**src/rtl/frame_pkg.sv**
```systemverilog
// Shared constants and types for the RGB frame-buffer read path.
package frame_pkg;

  localparam int unsigned DATA_WIDTH = 8;
  localparam int unsigned ADD_WIDTH  = 12;
  localparam int unsigned IMG_W      = 64;
  localparam int unsigned IMG_H      = 64;
  localparam int unsigned COL_BITS   = (IMG_W > 1) ? $clog2(IMG_W) : 1;
  localparam int unsigned ROW_BITS   = (IMG_H > 1) ? $clog2(IMG_H) : 1;

  typedef struct packed {
    logic [DATA_WIDTH-1:0] r;
    logic [DATA_WIDTH-1:0] g;
    logic [DATA_WIDTH-1:0] b;
  } rgb_t;

  typedef enum logic [1:0] {
    IDLE   = 2'd0,
    STREAM = 2'd1,
    DONE   = 2'd2
  } state_t;

endpackage

```
**src/rtl/frame_rd_if.sv**
```systemverilog
// Control, frame-buffer read port and pixel stream of the frame reader.
interface frame_rd_if #(
  parameter int unsigned DATA_WIDTH = frame_pkg::DATA_WIDTH,
  parameter int unsigned ADD_WIDTH  = frame_pkg::ADD_WIDTH,
  parameter int unsigned COL_W      = frame_pkg::COL_BITS,
  parameter int unsigned ROW_W      = frame_pkg::ROW_BITS
);

  logic                  start;
  logic                  busy;
  logic                  done;
  logic [ADD_WIDTH-1:0]  mem_addr;
  logic [DATA_WIDTH-1:0] mem_r;
  logic [DATA_WIDTH-1:0] mem_g;
  logic [DATA_WIDTH-1:0] mem_b;
  logic [DATA_WIDTH-1:0] out_r;
  logic [DATA_WIDTH-1:0] out_g;
  logic [DATA_WIDTH-1:0] out_b;
  logic [COL_W-1:0]      out_col;
  logic [ROW_W-1:0]      out_row;
  logic                  out_eol;
  logic                  out_eof;
  logic                  out_valid;
  logic                  out_ready;

  modport master (
    input  start, mem_r, mem_g, mem_b, out_ready,
    output busy, done, mem_addr, out_r, out_g, out_b,
           out_col, out_row, out_eol, out_eof, out_valid
  );

  modport slave (
    output start, mem_r, mem_g, mem_b, out_ready,
    input  busy, done, mem_addr, out_r, out_g, out_b,
           out_col, out_row, out_eol, out_eof, out_valid
  );

endinterface

```
**src/rtl/pixel_fifo2.sv**
```systemverilog
// Two-entry output FIFO; the head entry drives the pixel stream directly.
module pixel_fifo2 #(
  parameter int unsigned W = 8
) (
  input  logic         clk,
  input  logic         rst,
  input  logic         i_push,
  input  logic [W-1:0] i_data,
  input  logic         i_pop,
  output logic [W-1:0] o_head,
  output logic [1:0]   o_count
);

  logic [W-1:0] r_mem [2];
  logic         r_wptr;
  logic         r_rptr;
  logic [1:0]   r_count;

  always_ff @(posedge clk) begin
    if (rst) begin
      r_mem[0] <= '0;
      r_mem[1] <= '0;
      r_wptr   <= 1'b0;
      r_rptr   <= 1'b0;
      r_count  <= 2'd0;
    end else begin
      if (i_push) begin
        r_mem[r_wptr] <= i_data;
        r_wptr        <= ~r_wptr;
      end
      if (i_pop) r_rptr <= ~r_rptr;
      r_count <= r_count + 2'(i_push) - 2'(i_pop);
    end
  end

  assign o_head  = r_mem[r_rptr];
  assign o_count = r_count;

endmodule

```
**src/rtl/frame_rgb_reader.sv**
```systemverilog
// Raster-scan read master for the RGB frame buffer with a valid/ready pixel stream.
// FRAME_READER_MIRROR_EN: scan each row right-to-left in memory (horizontal mirror).
module frame_rgb_reader
  import frame_pkg::*;
#(
  parameter int unsigned DATA_WIDTH = frame_pkg::DATA_WIDTH,
  parameter int unsigned ADD_WIDTH  = frame_pkg::ADD_WIDTH,
  parameter int unsigned IMG_W      = frame_pkg::IMG_W,
  parameter int unsigned IMG_H      = frame_pkg::IMG_H
) (
  input  logic       clk,
  input  logic       rst,
  frame_rd_if.master bus
);

  localparam int unsigned COL_W = (IMG_W > 1) ? $clog2(IMG_W) : 1;
  localparam int unsigned ROW_W = (IMG_H > 1) ? $clog2(IMG_H) : 1;

  typedef struct packed {
    logic [DATA_WIDTH-1:0] r;
    logic [DATA_WIDTH-1:0] g;
    logic [DATA_WIDTH-1:0] b;
    logic [COL_W-1:0]      col;
    logic [ROW_W-1:0]      row;
    logic                  eol;
    logic                  eof;
  } pix_t;

  localparam int unsigned PIX_W = $bits(pix_t);

  function automatic logic [ADD_WIDTH-1:0] pixel_addr(input logic [COL_W-1:0] col,
                                                      input logic [ROW_W-1:0] row);
`ifdef FRAME_READER_MIRROR_EN
    return ADD_WIDTH'(row) * ADD_WIDTH'(IMG_W) + ADD_WIDTH'(IMG_W - 1) - ADD_WIDTH'(col);
`else
    return ADD_WIDTH'(row) * ADD_WIDTH'(IMG_W) + ADD_WIDTH'(col);
`endif
  endfunction

  state_t               r_state;
  state_t               w_state_nxt;
  logic                 r_busy;
  logic                 r_done;
  logic                 w_busy_nxt;
  logic                 w_done_nxt;
  logic [ADD_WIDTH-1:0] r_addr;
  logic [COL_W-1:0]     r_col;
  logic [ROW_W-1:0]     r_row;
  logic                 r_issued_all;
  logic                 r_inflight;
  logic [COL_W-1:0]     r_tag_col;
  logic [ROW_W-1:0]     r_tag_row;
  logic                 r_tag_eol;
  logic                 r_tag_eof;
  logic [COL_W-1:0]     w_col_nxt;
  logic [ROW_W-1:0]     w_row_nxt;
  logic                 w_last_col;
  logic                 w_last_pix;
  logic                 w_enter;
  logic                 w_issue;
  logic                 w_pop;
  logic                 w_valid;
  logic [2:0]           w_occ;
  logic [1:0]           w_count;
  pix_t                 w_push_pix;
  pix_t                 w_head;

  assign w_valid    = (w_count != 2'd0);
  assign w_pop      = w_valid && bus.out_ready;
  assign w_enter    = (r_state == IDLE) && bus.start;
  assign w_last_col = (r_col == COL_W'(IMG_W - 1));
  assign w_last_pix = w_last_col && (r_row == ROW_W'(IMG_H - 1));
  assign w_col_nxt  = w_last_col ? '0 : r_col + COL_W'(1);
  assign w_row_nxt  = !w_last_col ? r_row : (w_last_pix ? '0 : r_row + ROW_W'(1));

  // Keep buffered + in-flight pixels within the 2-entry FIFO, counting this cycle's pop.
  assign w_occ   = 3'(w_count) + 3'(r_inflight);
  assign w_issue = (r_state == STREAM) && !r_issued_all && (w_occ < 3'(2) + 3'(w_pop));

  // State register
  always_ff @(posedge clk) begin
    if (rst) begin
      r_state <= IDLE;
      r_busy  <= 1'b0;
      r_done  <= 1'b0;
    end else begin
      r_state <= w_state_nxt;
      r_busy  <= w_busy_nxt;
      r_done  <= w_done_nxt;
    end
  end

  // Next-state logic
  always_comb begin
    w_state_nxt = r_state;
    case (r_state)
      IDLE:    if (bus.start) w_state_nxt = STREAM;
      STREAM:  if (w_pop && w_head.eof) w_state_nxt = DONE;
      DONE:    w_state_nxt = IDLE;
      default: w_state_nxt = IDLE;
    endcase
  end

  // Output decode, registered alongside the state
  always_comb begin
    w_busy_nxt = 1'b0;
    w_done_nxt = 1'b0;
    if (w_state_nxt == STREAM) w_busy_nxt = 1'b1;
    if (w_state_nxt == DONE)   w_done_nxt = 1'b1;
  end

  // Address/tag counters always name the pixel at r_addr; tags follow a read for one cycle.
  always_ff @(posedge clk) begin
    if (rst) begin
      r_addr       <= '0;
      r_col        <= '0;
      r_row        <= '0;
      r_issued_all <= 1'b0;
      r_inflight   <= 1'b0;
      r_tag_col    <= '0;
      r_tag_row    <= '0;
      r_tag_eol    <= 1'b0;
      r_tag_eof    <= 1'b0;
    end else begin
      r_inflight <= w_issue;
      if (w_enter) begin
        r_addr       <= pixel_addr(COL_W'(0), ROW_W'(0));
        r_col        <= '0;
        r_row        <= '0;
        r_issued_all <= 1'b0;
      end else if (w_issue) begin
        r_addr       <= pixel_addr(w_col_nxt, w_row_nxt);
        r_col        <= w_col_nxt;
        r_row        <= w_row_nxt;
        r_issued_all <= w_last_pix;
        r_tag_col    <= r_col;
        r_tag_row    <= r_row;
        r_tag_eol    <= w_last_col;
        r_tag_eof    <= w_last_pix;
      end
    end
  end

  always_comb begin
    w_push_pix     = '0;
    w_push_pix.r   = bus.mem_r;
    w_push_pix.g   = bus.mem_g;
    w_push_pix.b   = bus.mem_b;
    w_push_pix.col = r_tag_col;
    w_push_pix.row = r_tag_row;
    w_push_pix.eol = r_tag_eol;
    w_push_pix.eof = r_tag_eof;
  end

  pixel_fifo2 #(.W(PIX_W)) u_fifo (
    .clk     (clk),
    .rst     (rst),
    .i_push  (r_inflight),
    .i_data  (w_push_pix),
    .i_pop   (w_pop),
    .o_head  (w_head),
    .o_count (w_count)
  );

  assign bus.busy      = r_busy;
  assign bus.done      = r_done;
  assign bus.mem_addr  = r_addr;
  assign bus.out_r     = w_head.r;
  assign bus.out_g     = w_head.g;
  assign bus.out_b     = w_head.b;
  assign bus.out_col   = w_head.col;
  assign bus.out_row   = w_head.row;
  assign bus.out_eol   = w_head.eol;
  assign bus.out_eof   = w_head.eof;
  assign bus.out_valid = w_valid;

endmodule

```
**src/flat_wrapper.sv**
```systemverilog
// flat-port wrapper written by rule: the top's interface ports become plain ports
module frame_rgb_reader_flat import frame_pkg::*;
#(
  parameter int unsigned DATA_WIDTH = frame_pkg::DATA_WIDTH,
  parameter int unsigned ADD_WIDTH  = frame_pkg::ADD_WIDTH,
  parameter int unsigned IMG_W      = frame_pkg::IMG_W,
  parameter int unsigned IMG_H      = frame_pkg::IMG_H
)
  (clk, rst, bus_start, bus_mem_r, bus_mem_g, bus_mem_b, bus_out_ready, bus_busy, bus_done, bus_mem_addr, bus_out_r, bus_out_g, bus_out_b, bus_out_col, bus_out_row, bus_out_eol, bus_out_eof, bus_out_valid);
  frame_rd_if #(.DATA_WIDTH(DATA_WIDTH), .ADD_WIDTH(ADD_WIDTH)) bus_i ();
  input  logic clk;
  input  logic rst;
  input wire logic [$bits(bus_i.start)-1:0] bus_start;
  input wire logic [$bits(bus_i.mem_r)-1:0] bus_mem_r;
  input wire logic [$bits(bus_i.mem_g)-1:0] bus_mem_g;
  input wire logic [$bits(bus_i.mem_b)-1:0] bus_mem_b;
  input wire logic [$bits(bus_i.out_ready)-1:0] bus_out_ready;
  output wire logic [$bits(bus_i.busy)-1:0] bus_busy;
  output wire logic [$bits(bus_i.done)-1:0] bus_done;
  output wire logic [$bits(bus_i.mem_addr)-1:0] bus_mem_addr;
  output wire logic [$bits(bus_i.out_r)-1:0] bus_out_r;
  output wire logic [$bits(bus_i.out_g)-1:0] bus_out_g;
  output wire logic [$bits(bus_i.out_b)-1:0] bus_out_b;
  output wire logic [$bits(bus_i.out_col)-1:0] bus_out_col;
  output wire logic [$bits(bus_i.out_row)-1:0] bus_out_row;
  output wire logic [$bits(bus_i.out_eol)-1:0] bus_out_eol;
  output wire logic [$bits(bus_i.out_eof)-1:0] bus_out_eof;
  output wire logic [$bits(bus_i.out_valid)-1:0] bus_out_valid;
  assign bus_i.start = bus_start;
  assign bus_i.mem_r = bus_mem_r;
  assign bus_i.mem_g = bus_mem_g;
  assign bus_i.mem_b = bus_mem_b;
  assign bus_i.out_ready = bus_out_ready;
  assign bus_busy = bus_i.busy;
  assign bus_done = bus_i.done;
  assign bus_mem_addr = bus_i.mem_addr;
  assign bus_out_r = bus_i.out_r;
  assign bus_out_g = bus_i.out_g;
  assign bus_out_b = bus_i.out_b;
  assign bus_out_col = bus_i.out_col;
  assign bus_out_row = bus_i.out_row;
  assign bus_out_eol = bus_i.out_eol;
  assign bus_out_eof = bus_i.out_eof;
  assign bus_out_valid = bus_i.out_valid;
  frame_rgb_reader #(.DATA_WIDTH(DATA_WIDTH), .ADD_WIDTH(ADD_WIDTH), .IMG_W(IMG_W), .IMG_H(IMG_H)) u_core (.clk(clk), .rst(rst), .bus(bus_i));
endmodule
```
**config.mk**
```make
export PLATFORM = sky130hd
export DESIGN_NAME = frame_rgb_reader_flat
export DESIGN_NICKNAME = d
export VERILOG_FILES = /design/src/rtl/frame_pkg.sv /design/src/rtl/frame_rd_if.sv /design/src/rtl/pixel_fifo2.sv /design/src/rtl/frame_rgb_reader.sv /design/src/flat_wrapper.sv
export SDC_FILE = /design/constraint.sdc
export NUM_CORES = 1
export LEC_CHECK = 0
export CAP_MARGIN = 20
export CORE_MARGIN = 2
export CORE_UTILIZATION = 54
export DETAILED_ROUTE_END_ITERATION = 12
export PLACE_DENSITY_LB_ADDON = 0.08
export RECOVER_POWER = 25
export SLEW_MARGIN = 40
export SYNTH_ARGS = -nofsm -noshare
export SYNTH_HDL_FRONTEND = slang
export SYNTH_SLANG_ARGS = --single-unit
```
**constraint.sdc**
```tcl
create_clock -name clk -period 5.7 [get_ports clk]
set_input_delay 1.425 -clock clk [delete_from_list [all_inputs] [get_ports clk]]
set_output_delay 1.425 -clock clk [all_outputs]
set_load 0.005 [all_outputs]
```
==> results of run 1 <==
[power groups by stage]
stage               Clock [mW]  Combinational, mW  Sequential (mW)
global route              1.07              0.497             1.01
detailed placement           0              0.459             1.02
finish                    1.01              0.456            0.999
floorplan                    0              0.277            0.971
CTS                       1.03              0.462             1.00
global placement             0              0.453             1.01
[area by class of cell]
cell class	count	area (um2)	share of cell area [%]
flip-flops and latches	113	3030	47.7
multi-input cells	249	1750	27.6
repair buffers	85	832	13.1
clock buffers	17	414	6.53
clock inverters	15	169	2.66
well taps	108	135	2.13
inverters	5	18.8	0.296
[synthesized netlist by cell type (all sizes together)]
| master | n | area [um2] |
|---|---|---|
| a2111oi | 2 | 17.5 |
| a21o | 2 | 15.0 |
| a21oi | 22 | 110 |
| a31oi | 2 | 12.5 |
| a32o | 2 | 20.0 |
| a41oi | 1 | 8.76 |
| and2 | 76 | 475 |
| and3 | 5 | 31.3 |
| buf | 4 | 17.5 |
| clkbuf | 22 | 82.6 |
| dfxtp | 37 | 741 |
| edfxtp | 76 | 2280 |
| ha | 6 | 75.1 |
| inv | 5 | 18.8 |
| mux2 | 38 | 428 |
| mux2i | 2 | 20.0 |
| nand2 | 4 | 15.0 |
| nand2b | 2 | 12.5 |
| nand3 | 19 | 95.1 |
| nand4 | 6 | 37.5 |
| nor2 | 10 | 37.5 |
| nor2b | 2 | 12.5 |
| nor3 | 6 | 30.0 |
| nor3b | 1 | 7.51 |
| nor4 | 2 | 12.5 |
| nor4b | 1 | 15.0 |
| o2111a | 1 | 11.3 |
| o2111ai | 1 | 8.76 |
| o21a | 1 | 7.51 |
| o21ai | 19 | 95.1 |
| o21bai | 1 | 7.51 |
| o31ai | 4 | 30.0 |
| or2 | 2 | 12.5 |
| or4 | 4 | 30.0 |
| or4b | 1 | 10.0 |
| xnor2 | 2 | 17.5 |
| xor2 | 2 | 17.5 |
[layer usage]
metal	GRT usage, %	wire (um)	share of wire [%]
met1	24.5	3930	43
met2	32.8	4500	50
met3	5.53	508	5.6
met4	8.43	132	1.5
met5	0	0	0
[cells by family after synthesis]
family	after synthesis
mux	40
flops	113
xor+xnor	4
buf+inv	31
compound gates	58
simple gates	141
fa+ha+maj	6
[per-stage QoR]
step	instances	hold WS (ns)	util, %	worst slack [ns]	power (mW)
final	592	0.480	72.7	2.18	2.47
after global routing	592	0.510	72.7	1.82	2.58
after CTS	591	0.484	72.8	2.15	2.49
after detailed placement	559	0.476	66.2	2.36	1.48
after global placement	559	0.472	66.0	1.83	1.47
after floorplan	393	0.454	-	2.50	1.25
[worst min path at each step]
stage	cells past startpoint	end	slack [ns]	start
after floorplan	2	u_core.r_tag_eof	0.45	u_core.r_tag_eof
after global placement	2	u_core.r_tag_row[5]	0.47	u_core.r_tag_row[5]
after detailed placement	2	u_core.r_tag_col[0]	0.48	u_core.r_tag_col[0]
after CTS	2	u_core.r_tag_col[0]	0.48	u_core.r_tag_col[0]
after global routing	2	u_core.r_tag_col[0]	0.51	u_core.r_tag_col[0]
final	2	u_core.r_tag_col[0]	0.48	u_core.r_tag_col[0]
[registers in the layout, indices dropped and copies added (netlist names), 2 cells and up, named ones only]
signal	cells
u_core.u_fifo.r_mem	76
u_core.r_row	6
u_core.r_tag_col	6
u_core.r_tag_row	6
u_core.r_col	5
u_core.r_state	2
u_core.u_fifo.o_count	2
[worst register-to-register path, cell delays in order (launching register included)]
cell     delay [ns]
dfxtp_1        0.41
inv_1          0.11
nor3_1         1.32
buf_4          0.41
and2_1         0.16
==> reports/summary.txt, run 1 <==
outcome - finished, violations left
failing checks - max-capacitance violations, max-slew violations
Slew @ Worst Pin - 1.69 ns
r2r setup slk - 3.15 ns
Synth Area in Simple Gates - 17.1%
syn nets - 427
TNS Setup - 0 ns
critical path depth - 4
vias per std cell - 5.43
WP data arrival - 3.89 ns
Final setup violation count - 0
internal power - 1.86 mW
final hold viol count - 0
DP Area - 5770 um2
via count - 3214
Nets - 505
Top Ports - 81
vias in the first global route - 3199
antenna cells - 0
Synth Area in Compound Gates - 7.05%
Max Clk Rate - 284 MHz
Die Y - 99.1 um
P_sw - 0.607 mW
Total GRT Usage - 19.8%
worst skew pair latency - 0.50 ns
row cnt - 34
Distinct cells, synth - 39
first-pass GRT wire length - 15200 um
Worst Setup EP - u_core.u_fifo.r_mem[0][7]
share of post-route cells with drive strength above 1 - 16.1%
CTS Buffer Depth - 2
GRT Residual Overflow - 0
most common cell after layout, fill and taps aside - clkdlybuf4s50_1
initial drt markers - 157
Setup Buffers After CTS - 0
Seq/Total Area, Yosys - 62.0%
CP Launch Point - rst
YS warnings - 0
RSZ-0062 raised after global routing - false
Max Cap Viol - 1
Setup crit end kind - register
Comb power frac - 18.5%
Crit Path Max Fanout - 29
Critical R2R Capture - u_core.u_fifo.r_mem[0][7]
largest family of logic cells by synthesized area - simple AND/OR/NAND/NOR gates
clock-pin slew on the worst setup and hold paths - 0.05 ns
skew final - 0.00824 ns
H-tree Lvls - 4
Synth Register Bits - 113
worst vdd ir - 195 uV
initial antenna violation count - 0
CP Data Required Time - 6.07 ns
dpl hpwl - 5610 um
worst stage delay on the critical path - 1.44 ns
final wirelength - 9080 um
Reg2Reg Depth - 4
syn_area_per_cell - 12.4 um2
CTS Sinks - 113
Hold Path Class - register to register
die width - 99.1 um
IO Port Bufs - 80
CTS tree - done
fraction of synthesized cell area in xor and xnor cells - 0.718%
Slew headroom - -13.5%
CTS Buf Count - 17
Mapped Cells - 393
period utilisation layout - 61.7%
post-DR wirelength/cell - 15.3 um
WP buf/inv - 2
gpl congestion - 0.797
post-synthesis adder-cell area fraction - 1.54%
Filler Cell Count - 604
Antenna Nets Post-Route - 0
static leakage - 2.30 nW
post-route cell area - 6340 um2
synthesis-to-finish area growth - 30.0%
Slew Viols, Final - 21
DIE AREA - 9810 um2
switching part of the total - 24.6%
synthesized area - 4880 um2
Clock Tree Root - clkbuf_8
FF-to-FF Start - u_core.r_inflight
most frequent cells in the layout - 79 x clkdlybuf4s50_1, 76 x edfxtp_1, 39 x and2_1
Post-route DRC - 0
post-synthesis mux area share - 9.18%
hold buffer count at cts - 0
drt pass-1 iters - 5
largest net degree at the start of global routing - 39
Worst path top cell family by delay - simple AND/OR/NAND/NOR gates
CP Class - input port to register
Resized Gates After CTS - 0
Critical Path Start Type - input port
Starting Density - 55.9%
crit-path cells - clkbuf_1 > nor3_1 > buf_4 > and2_1
Clk pwr share - 41.1%
pwr dens - 389 nW/um2
fin crit period - 3.52 ns
register share of total power - 40.4%
CORE AREA - 8720 um2
Slowest-stage cell, CP - nor3_1
No activity file was read; power rests on OpenSTA's default activity.
==> inputs of run 2 (changes only) <==
--- a/config.mk
+++ b/config.mk
@@ -7,7 +7,7 @@
 export LEC_CHECK = 0
 export CAP_MARGIN = 20
 export CORE_MARGIN = 2
-export CORE_UTILIZATION = 54
+export CORE_UTILIZATION = 48
 export DETAILED_ROUTE_END_ITERATION = 12
 export PLACE_DENSITY_LB_ADDON = 0.08
 export RECOVER_POWER = 25
==> constraint.sdc (replaced) <==
create_clock -name clk -period 2.88 [get_ports clk]
set_input_delay 0.72 -clock clk [delete_from_list [all_inputs] [get_ports clk]]
set_output_delay 0.72 -clock clk [all_outputs]
set_load 0.005 [all_outputs]
==> run 2 against run 1 <==
The flow now finishes without violations. Sequential power rose by 91%. Non-clock buffer count rose by 4. Sequential cell count unchanged. Design area is 0.67% higher. Largest cell class unchanged. Highest routed layer unchanged.
==> reports/summary.txt, run 2 (same netlist as run 1, synthesis figures left out) <==
outcome - finished clean
Post-Layout Cell Count - 621
HP Start - u_core.r_tag_col[5]
die width - 105 um
DIE AREA - 11000 um2
pwr dens - 750 nW/um2
initial drt markers - 99
max FFs per register - 76
RSZ-0062 raised after global routing - false
met3 WL post-DR - 439 um
CTS Buffer Depth - 2
Clk pwr share - 38.8%
Max Clk Rate - 380 MHz
period utilisation layout - 91.5%
Setup crit end kind - primary output
static leakage - 2.33 nW
most frequent cells in the layout - 79 x clkdlybuf4s50_1, 76 x edfxtp_1, 49 x and2_1
gpl congestion - 0.833
FF-to-FF Start - u_core.r_inflight
DR WL met2 - 4870 um
antenna cells - 0
Slew headroom - 3.24%
register share of total power - 39.8%
Max Cap Viol - 0
Starting Density - 49.7%
r2r setup slk - 0.65 ns
P_sw - 1.16 mW
Total GRT Usage - 18.1%
Highest Signal Layer - met4
CP Class - register to primary output
Met1 Wirelength - 4150 um
first-pass GRT wire length - 15700 um
WP data arrival - 1.91 ns
Hold EP - u_core.r_tag_col[5]
synthesis-to-finish area growth - 30.9%
Hold Path Class - register to register
IO Port Bufs - 80
TNS Setup - 0 ns
Top Ports - 81
Die Y - 105 um
GRT Residual Overflow - 0
dpl hpwl - 5820 um
Setup Buffers After CTS - 0
clock-pin slew on the worst setup and hold paths - 0.05 ns
Clock Tree Root - clkbuf_8
hold path cells - 2
H-tree Lvls - 4
skew final - 0.00548 ns
via count - 3285
final hold viol count - 0
Slew Viols, Final - 0
final wirelength - 9520 um
Final setup violation count - 0
Critical Path Start Type - register
worst skew pair latency - 0.50 ns
row cnt - 36
initial antenna violation count - 0
most flop-heavy register - u_core.u_fifo.r_mem
fin crit period - 2.63 ns
CORE AREA - 9820 um2
Reg2Reg Depth - 4
placed cells - 589
worst vdd ir - 350 uV
Slew @ Worst Pin - 1.45 ns
Crit Path Max Fanout - 38
CTS tree - done
post-layout util - 65.0%
Resized Gates After CTS - 0
Antenna Nets Post-Route - 0
CP Data Required Time - 2.16 ns
hold buffer count at cts - 0
most common cell after layout, fill and taps aside - clkdlybuf4s50_1
drt pass-1 iters - 4
Comb power frac - 21.5%
internal power - 3.63 mW
CTS Sinks - 113
vias per std cell - 5.29
vias in the first global route - 3288
CTS Buf Count - 17
largest net degree at the start of global routing - 39
share of post-route cells with drive strength above 1 - 15.8%
Critical R2R Capture - u_core.u_fifo.r_mem[1][15]
Post-route DRC - 0
switching part of the total - 24.3%
Nets - 509
post-DR wirelength/cell - 15.3 um
==> run 2: power by group through the flow <==
stage,logic [mW],registers [mW],clock network [mW]
after floorplan,0.549,1.92,0
after global placement,1.02,1.93,0
after detailed placement,1.04,1.94,0
after CTS,1.04,1.91,1.90
after global routing,1.11,1.92,1.98
final,1.03,1.91,1.86
==> run 2: how the worst max path moves through the flow <==
stage,startpoint,endpoint,slack [ns]
finish,register,bus_out_row[5],0.25
global route,register,bus_out_eof,0.17
CTS,register,bus_out_row[5],0.20
detailed placement,bus_out_ready,u_core.r_row[0],0.30
global placement,rst,u_core.u_fifo.r_mem[0][35],0.27
floorplan,rst,u_core.u_fifo.r_mem[0][0],0.39
==> run 2: cell type report <==
| class | count | area [um2] |
|---|---|---|
| multi-input combinational | 249 | 1750 |
| inverter | 5 | 18.8 |
| fill | 797 | 3430 |
| clock inverter | 8 | 60.1 |
| tap | 133 | 166 |
| clock buffer | 24 | 480 |
| timing repair buffer | 89 | 886 |
| sequential | 113 | 3020 |
==> run 2: critical path, cell delays in order, from the launching register on <==
cell,delay (ns)
dfxtp_2,0.33
buf_12,0.23
mux2_2,0.37
clkdlybuf4s50_1,0.47
==> run 2: layer usage <==
metal  track usage (%)  vias to the layer above
met5                 0                        -
met4              6.00                        0
met3              5.49                        8
met2              31.6                       90
met1              21.2                     1583
li1                  -                     1604
==> run 2: stage by stage <==
step	power (mW)	hold slack (ns)	setup slack, ns	instance area, um2
5_1_grt	5.01	0.498	0.167	6390
4_1_cts	4.85	0.486	0.198	6400
3_5_place_dp	2.98	0.479	0.301	5860
2_1_floorplan	2.47	0.454	0.387	4880
6_report	4.79	0.485	0.246	6390
3_3_place_gp	2.95	0.470	0.268	5850
==> inputs of run 3 (changes only) <==
--- a/config.mk
+++ b/config.mk
@@ -5,12 +5,13 @@
 export SDC_FILE = /design/constraint.sdc
 export NUM_CORES = 1
 export LEC_CHECK = 0
-export CAP_MARGIN = 20
 export CORE_MARGIN = 2
 export CORE_UTILIZATION = 48
+export CTS_CLUSTER_SIZE = 10
 export DETAILED_ROUTE_END_ITERATION = 12
 export PLACE_DENSITY_LB_ADDON = 0.08
 export RECOVER_POWER = 25
+export SETUP_SLACK_MARGIN = 0.5
 export SLEW_MARGIN = 40
 export SYNTH_ARGS = -nofsm -noshare
 export SYNTH_HDL_FRONTEND = slang
==> run 3 against run 2 <==
Design area is 6.3% higher. Fmax is 5.0% higher. Sequential share of layout area is 2.8 points lower. Register-to-register slack worse by 0.02 ns. Worst hold slack worse by 0.0019 ns. Cell count is 2.9% higher. Critical endpoint is now u_core.u_fifo.r_mem[1][32]. Largest power group is now the clock network.
==> reports/summary.txt, run 3 (same netlist as run 1, synthesis figures left out) <==
most common cell after layout, fill and taps aside - edfxtp_1
switching part of the total - 24.9%
row cnt - 36
FF-to-FF Start - u_core.r_inflight
worst skew pair latency - 0.50 ns
Top Ports - 81
die width - 105 um
DIE AREA - 11000 um2
IO Port Bufs - 80
worst vdd ir - 383 uV
Critical Path Start Type - input port
Reg2Reg Depth - 4
CP Launch Point - rst
Crit Path Max Fanout - 38
skew final - 0.00922 ns
Max Cap Viol - 0
Final setup violation count - 0
RSZ-0062 raised after global routing - true
post-route cell area - 6790 um2
final wirelength - 10400 um
critical path depth - 4
most frequent cells in the layout - 76 x edfxtp_1, 59 x and2_1, 41 x clkdlybuf4s50_1
DP Area - 5860 um2
r2r setup slk - 0.63 ns
TNS Setup - 0 ns
Place WS - 0.355 ns
Setup crit end kind - register
Critical R2R Capture - u_core.u_fifo.r_mem[1][32]
largest net degree at the start of global routing - 39
period utilisation layout - 87.1%
CTS tree - done
pwr dens - 797 nW/um2
gr busiest metal - met2
Slew headroom - 1.84%
first-pass GRT wire length - 16400 um
static leakage - 2.65 nW
met3 Track Usage GR - 5.24%
WP buf/inv - 2
outcome - finished clean
Nets - 527
P_sw - 1.35 mW
register share of total power - 35.5%
antenna cells - 0
vias per std cell - 5.28
fin crit period - 2.51 ns
most flop-heavy register - u_core.u_fifo.r_mem
Starting Density - 49.7%
Antenna Nets Post-Route - 0
hold buffer count at cts - 0
Worst Setup EP - u_core.u_fifo.r_mem[1][32]
drt pass-1 iters - 4
Hold Path Class - register to register
worst stage delay on the critical path - 1.10 ns
vias in the first global route - 3440
CP Data Required Time - 3.23 ns
WP data arrival - 2.85 ns
post-DR wirelength/cell - 16.3 um
crit-path cells - dlygate4sd3_1 > nor3_1 > clkbuf_1 > and2_0
Worst path top cell family by delay - buffers and inverters
Clock Tree Root - clkbuf_8
dpl hpwl - 5640 um
GRT Residual Overflow - 0
initial drt markers - 103
CTS Buffer Depth - 2
final hold viol count - 0
CTS Buf Count - 17
Post-route DRC - 0
Slew Viols, Final - 0
max FFs per register - 76
Comb power frac - 26.5%
via count - 3373
Total GRT Usage - 19.0%
grt met2 use - 33.7%
Setup WS post-layout - 0.372 ns
initial antenna violation count - 0
share of post-route cells with drive strength above 1 - 26.3%
H-tree Lvls - 4
CORE AREA - 9820 um2
gpl congestion - 0.858
CP Class - input port to register
internal power - 4.06 mW
Slew @ Worst Pin - 1.47 ns
Clk pwr share - 38.0%
met1 usage - 22.0%
synthesis-to-finish area growth - 39.2%
CTS Sinks - 113
Max Clk Rate - 399 MHz
clock-pin slew on the worst setup and hold paths - 0.05 ns
Die Y - 105 um
Slowest-stage cell, CP - clkbuf_1
## run 3: worst reg2reg max path: stages, from the launching register on
cell	delay [ns]
dfxtp_1	0.39
inv_1	0.11
nor3_1	0.21
clkbuf_1	1.10
and2_0	0.29
## run 3: area by class of cell
cell class                 count  area [um2]
tap                          133         166
clock inverter                 5        30.0
sequential                   113        3030
multi-input combinational    249        1860
inverter                       5        18.8
timing repair buffer         107        1110
fill                         753        3030
clock buffer                  27         578
## run 3: routing by layer
metal	share of wire [%]	up-vias
li1	-	1635
met1	43	1650
met2	52	78
met3	4.1	10
met4	1.1	0
met5	0	-
## run 3: worst min-delay path by stage
stage                                   start             endpoint  slack [ns]  depth (start not counted)
after floorplan              u_core.r_tag_eof     u_core.r_tag_eof        0.45                          2
after global placement    u_core.r_tag_row[2]  u_core.r_tag_row[2]        0.47                          2
after detailed placement  u_core.r_tag_row[2]  u_core.r_tag_row[2]        0.48                          2
after CTS                 u_core.r_tag_row[2]  u_core.r_tag_row[2]        0.49                          2
after global routing      u_core.r_tag_col[2]  u_core.r_tag_col[2]        0.51                          2
final                     u_core.r_tag_row[2]  u_core.r_tag_row[2]        0.48                          2
## run 3: power groups by stage
stage / logic [mW] / registers, mW / clock network [mW]
after floorplan: 0.550 / 1.92 / 0
after detailed placement: 1.04 / 1.94 / 0
after CTS: 1.32 / 1.92 / 2.08
final: 1.43 / 1.92 / 2.05
after global placement: 1.02 / 1.93 / 0
after global routing: 1.54 / 1.93 / 2.15
## run 3: repair_timing
action	CTS	global route
resized for setup	92	73
endpoints found under the setup margin	38	42
setup buffers	9	2
gates cloned	5	2
pin swaps	0	0
## run 3: metrics by stage
step           total power, mW  utilization [%]  hold slack, ns  std cells
6_report                  5.41             69.1           0.483        639
5_1_grt                   5.62             69.1           0.506        639
4_1_cts                   5.32             68.7           0.486        635
3_5_place_dp              2.98             59.7           0.478        589
3_3_place_gp              2.96             59.7           0.469        589
2_1_floorplan             2.47                -           0.454        393
==> RTL edit, RTL diff (flow settings as in run 1) <==
The 3 states of `state_t` get a one-hot encoding in 3 bits.
--- a/src/rtl/frame_pkg.sv
+++ b/src/rtl/frame_pkg.sv
@@ -16,6 +16,6 @@
 
-  typedef enum logic [1:0] {
-    IDLE   = 2'd0,
-    STREAM = 2'd1,
-    DONE   = 2'd2
+  typedef enum logic [2:0] {
+    IDLE   = 3'b001,
+    STREAM = 3'b010,
+    DONE   = 3'b100
   } state_t;
Function: same outputs for any inputs over 10 cycles, from zero or initial values and one cycle with rst high; not proved beyond that.
==> RTL edit against run 1 <==
  * The flow still finishes with violations (max-capacitance violations, max-slew violations)
  * Combinational power decreased by 18%
  * Wire length is 5.6% higher
  * Cell area increased by 1.6%
  * Cell count up 0.34%
  * Power is 1.3% higher
  * Worst setup slack worse by 0.45 ns
  * Sequential cell count grew 1
  * Synthesized area up 0.62%
  * Fmax fell by 11%
  * Largest cell class unchanged
  * Largest power group unchanged
  * Highest routed layer unchanged
==> RTL edit: results (changes against run 1) <==
* Worst supply voltage drop on vdd at 0.000245 V (+26%)
* Run status: complete, but fails checks
* Final clock skew at 0.00971 ns (+0.00147 ns)
* Combined global-route utilization of all metal layers at 20.8% (+0.96 points)
* Met1 Use GR at 26.6% (+2.1 points)
* Seq/Total Area, Yosys at 62.0% (about the same)
* Start point of the worst hold path: u_core.r_tag_row[0]
* Critical Path Fanout Max at 38 (+31%)
* Number of nets in the finished design at 507 (+0.40%)
* Final HPWL from detailed placement at 5830 um (+3.8%)
* Max Cap Violations at 1 (unchanged)
* Largest net degree at the start of global routing at 40 (+2.6%)
* Vias per cell at 5.51 (+1.5%)
* Largest cells by area after synthesis: sky130_fd_sc_hd__edfxtp_1, sky130_fd_sc_hd__dfxtp_1, sky130_fd_sc_hd__and2_1
* Distinct cell type count of the synthesized netlist at 38 (-2.6%)
* Via count of the first global-routing pass at 3289 (+2.8%)
* Data arrival time of the critical path at 4.07 ns (+0.18 ns)
* Largest incremental delay on the critical path at 1.22 ns (-0.22 ns)
* Synthesized net count at 429 (+0.47%)
* Static leakage at 2.34 nW (+1.6%)
* Top cell family by delay on the critical path: buffers and inverters
* GPL Wtd Cong at 0.824 (+3.3%)
* Cell area reported after detailed placement at 5810 um^2 (+0.76%)
* Ratio of cells with drive above 1 in the final layout at 16.5% (+0.35 points)
* Total count of max-transition violations in the final report at 39 (+86%)
* Worst reg-to-reg setup slack at 2.91 ns (-0.24 ns)
* Wire length of the first global-routing pass at 16000 um (+5.0%)
* Failing checks: max-capacitance violations, max-slew violations
* Slowest stage cell, crit path: sky130_fd_sc_hd__a21o_1
* Global routing met3 resource utilization at 5.55% (+0.020 points)
* Global Route met2 Usage at 33.9% (+1.1 points)
* Slew at the pin closest to its max-slew limit at 1.59 ns (-0.0985 ns)
* Fill cell count at 613 (+1.5%)
* Post-detailed-route wirelength per cell at 16.1 um (+5.2%)
* Drt first-iter violations at 171 (+8.9%)
RTL edit: cell count changes after synthesis, moves of 2 or more:
| cell | run 1 | this run |
|---|---|---|
| sky130_fd_sc_hd__or3_1 | 0 | 4 |
| sky130_fd_sc_hd__and3_1 | 5 | 2 |
| sky130_fd_sc_hd__a2111oi_0 | 2 | 0 |
| sky130_fd_sc_hd__buf_1 | 2 | 0 |
| sky130_fd_sc_hd__inv_1 | 5 | 7 |
| sky130_fd_sc_hd__nand2b_1 | 2 | 0 |
| sky130_fd_sc_hd__nand3_1 | 19 | 17 |
| sky130_fd_sc_hd__or2_2 | 2 | 4 |
RTL edit: kinds of logic (layout without fill, tap and decap cells):
| logic type | after synthesis | after routing | synth area share [%] |
|---|---|---|---|
| buffers and inverters | 32 | 123 | 2.50 |
| and+or+nand+nor | 142 | 142 | 17.3 |
| xor gates and xnor gates | 4 | 4 | 0.714 |
| muxes | 41 | 41 | 9.36 |
| adders and majority gates | 6 | 6 | 1.53 |
| DFF | 114 | 114 | 62.0 |
| AOI/OAI and AO/OA | 56 | 56 | 6.65 |
RTL edit: final timing paths:
kind              cells past startpoint                         to
hold reg to reg                       2        u_core.r_tag_row[0]
setup / recovery                      3  u_core.u_fifo.r_mem[0][7]
setup reg to reg                      4  u_core.u_fifo.r_mem[1][1]
hold / removal                        2        u_core.r_tag_row[0]
RTL edit: area by class of cell:
class	count	area (um^2)	area share (%)
inverter	7	26.3	0.408
clock buffer	20	455	7.06
clock inverter	12	204	3.16
tap	108	135	2.10
multi-input combinational	249	1760	27.2
timing repair buffer	84	823	12.8
sequential	114	3050	47.3
RTL edit: worst min-delay path: stages, from the launching register on:
cell	delay (ns)
sky130_fd_sc_hd__dfxtp_1	0.31
sky130_fd_sc_hd__o21ai_0	0.07
sky130_fd_sc_hd__a21oi_1	0.06
RTL edit: layer usage:
layer | share of wire (%) | vias to the layer above
li1 | - | 1590
met1 | 44 | 1550
met2 | 49 | 119
met3 | 5.6 | 14
met4 | 1.5 | 0
met5 | 0 | -
RTL edit: power by group:
group	total, mW	internal [mW]	switching [mW]
logic	0.373	0.229	0.145
clock network	1.16	0.789	0.367
registers	0.972	0.918	0.0539
total	2.50	1.94	0.565
RTL edit: per-stage QoR:
step	std cells	power, mW	hold slack (ns)
after global routing	594	2.59	0.506
after global placement	562	1.36	0.455
final	594	2.50	0.486
after floorplan	395	1.17	0.435
after detailed placement	562	1.37	0.476
after CTS	594	2.52	0.485
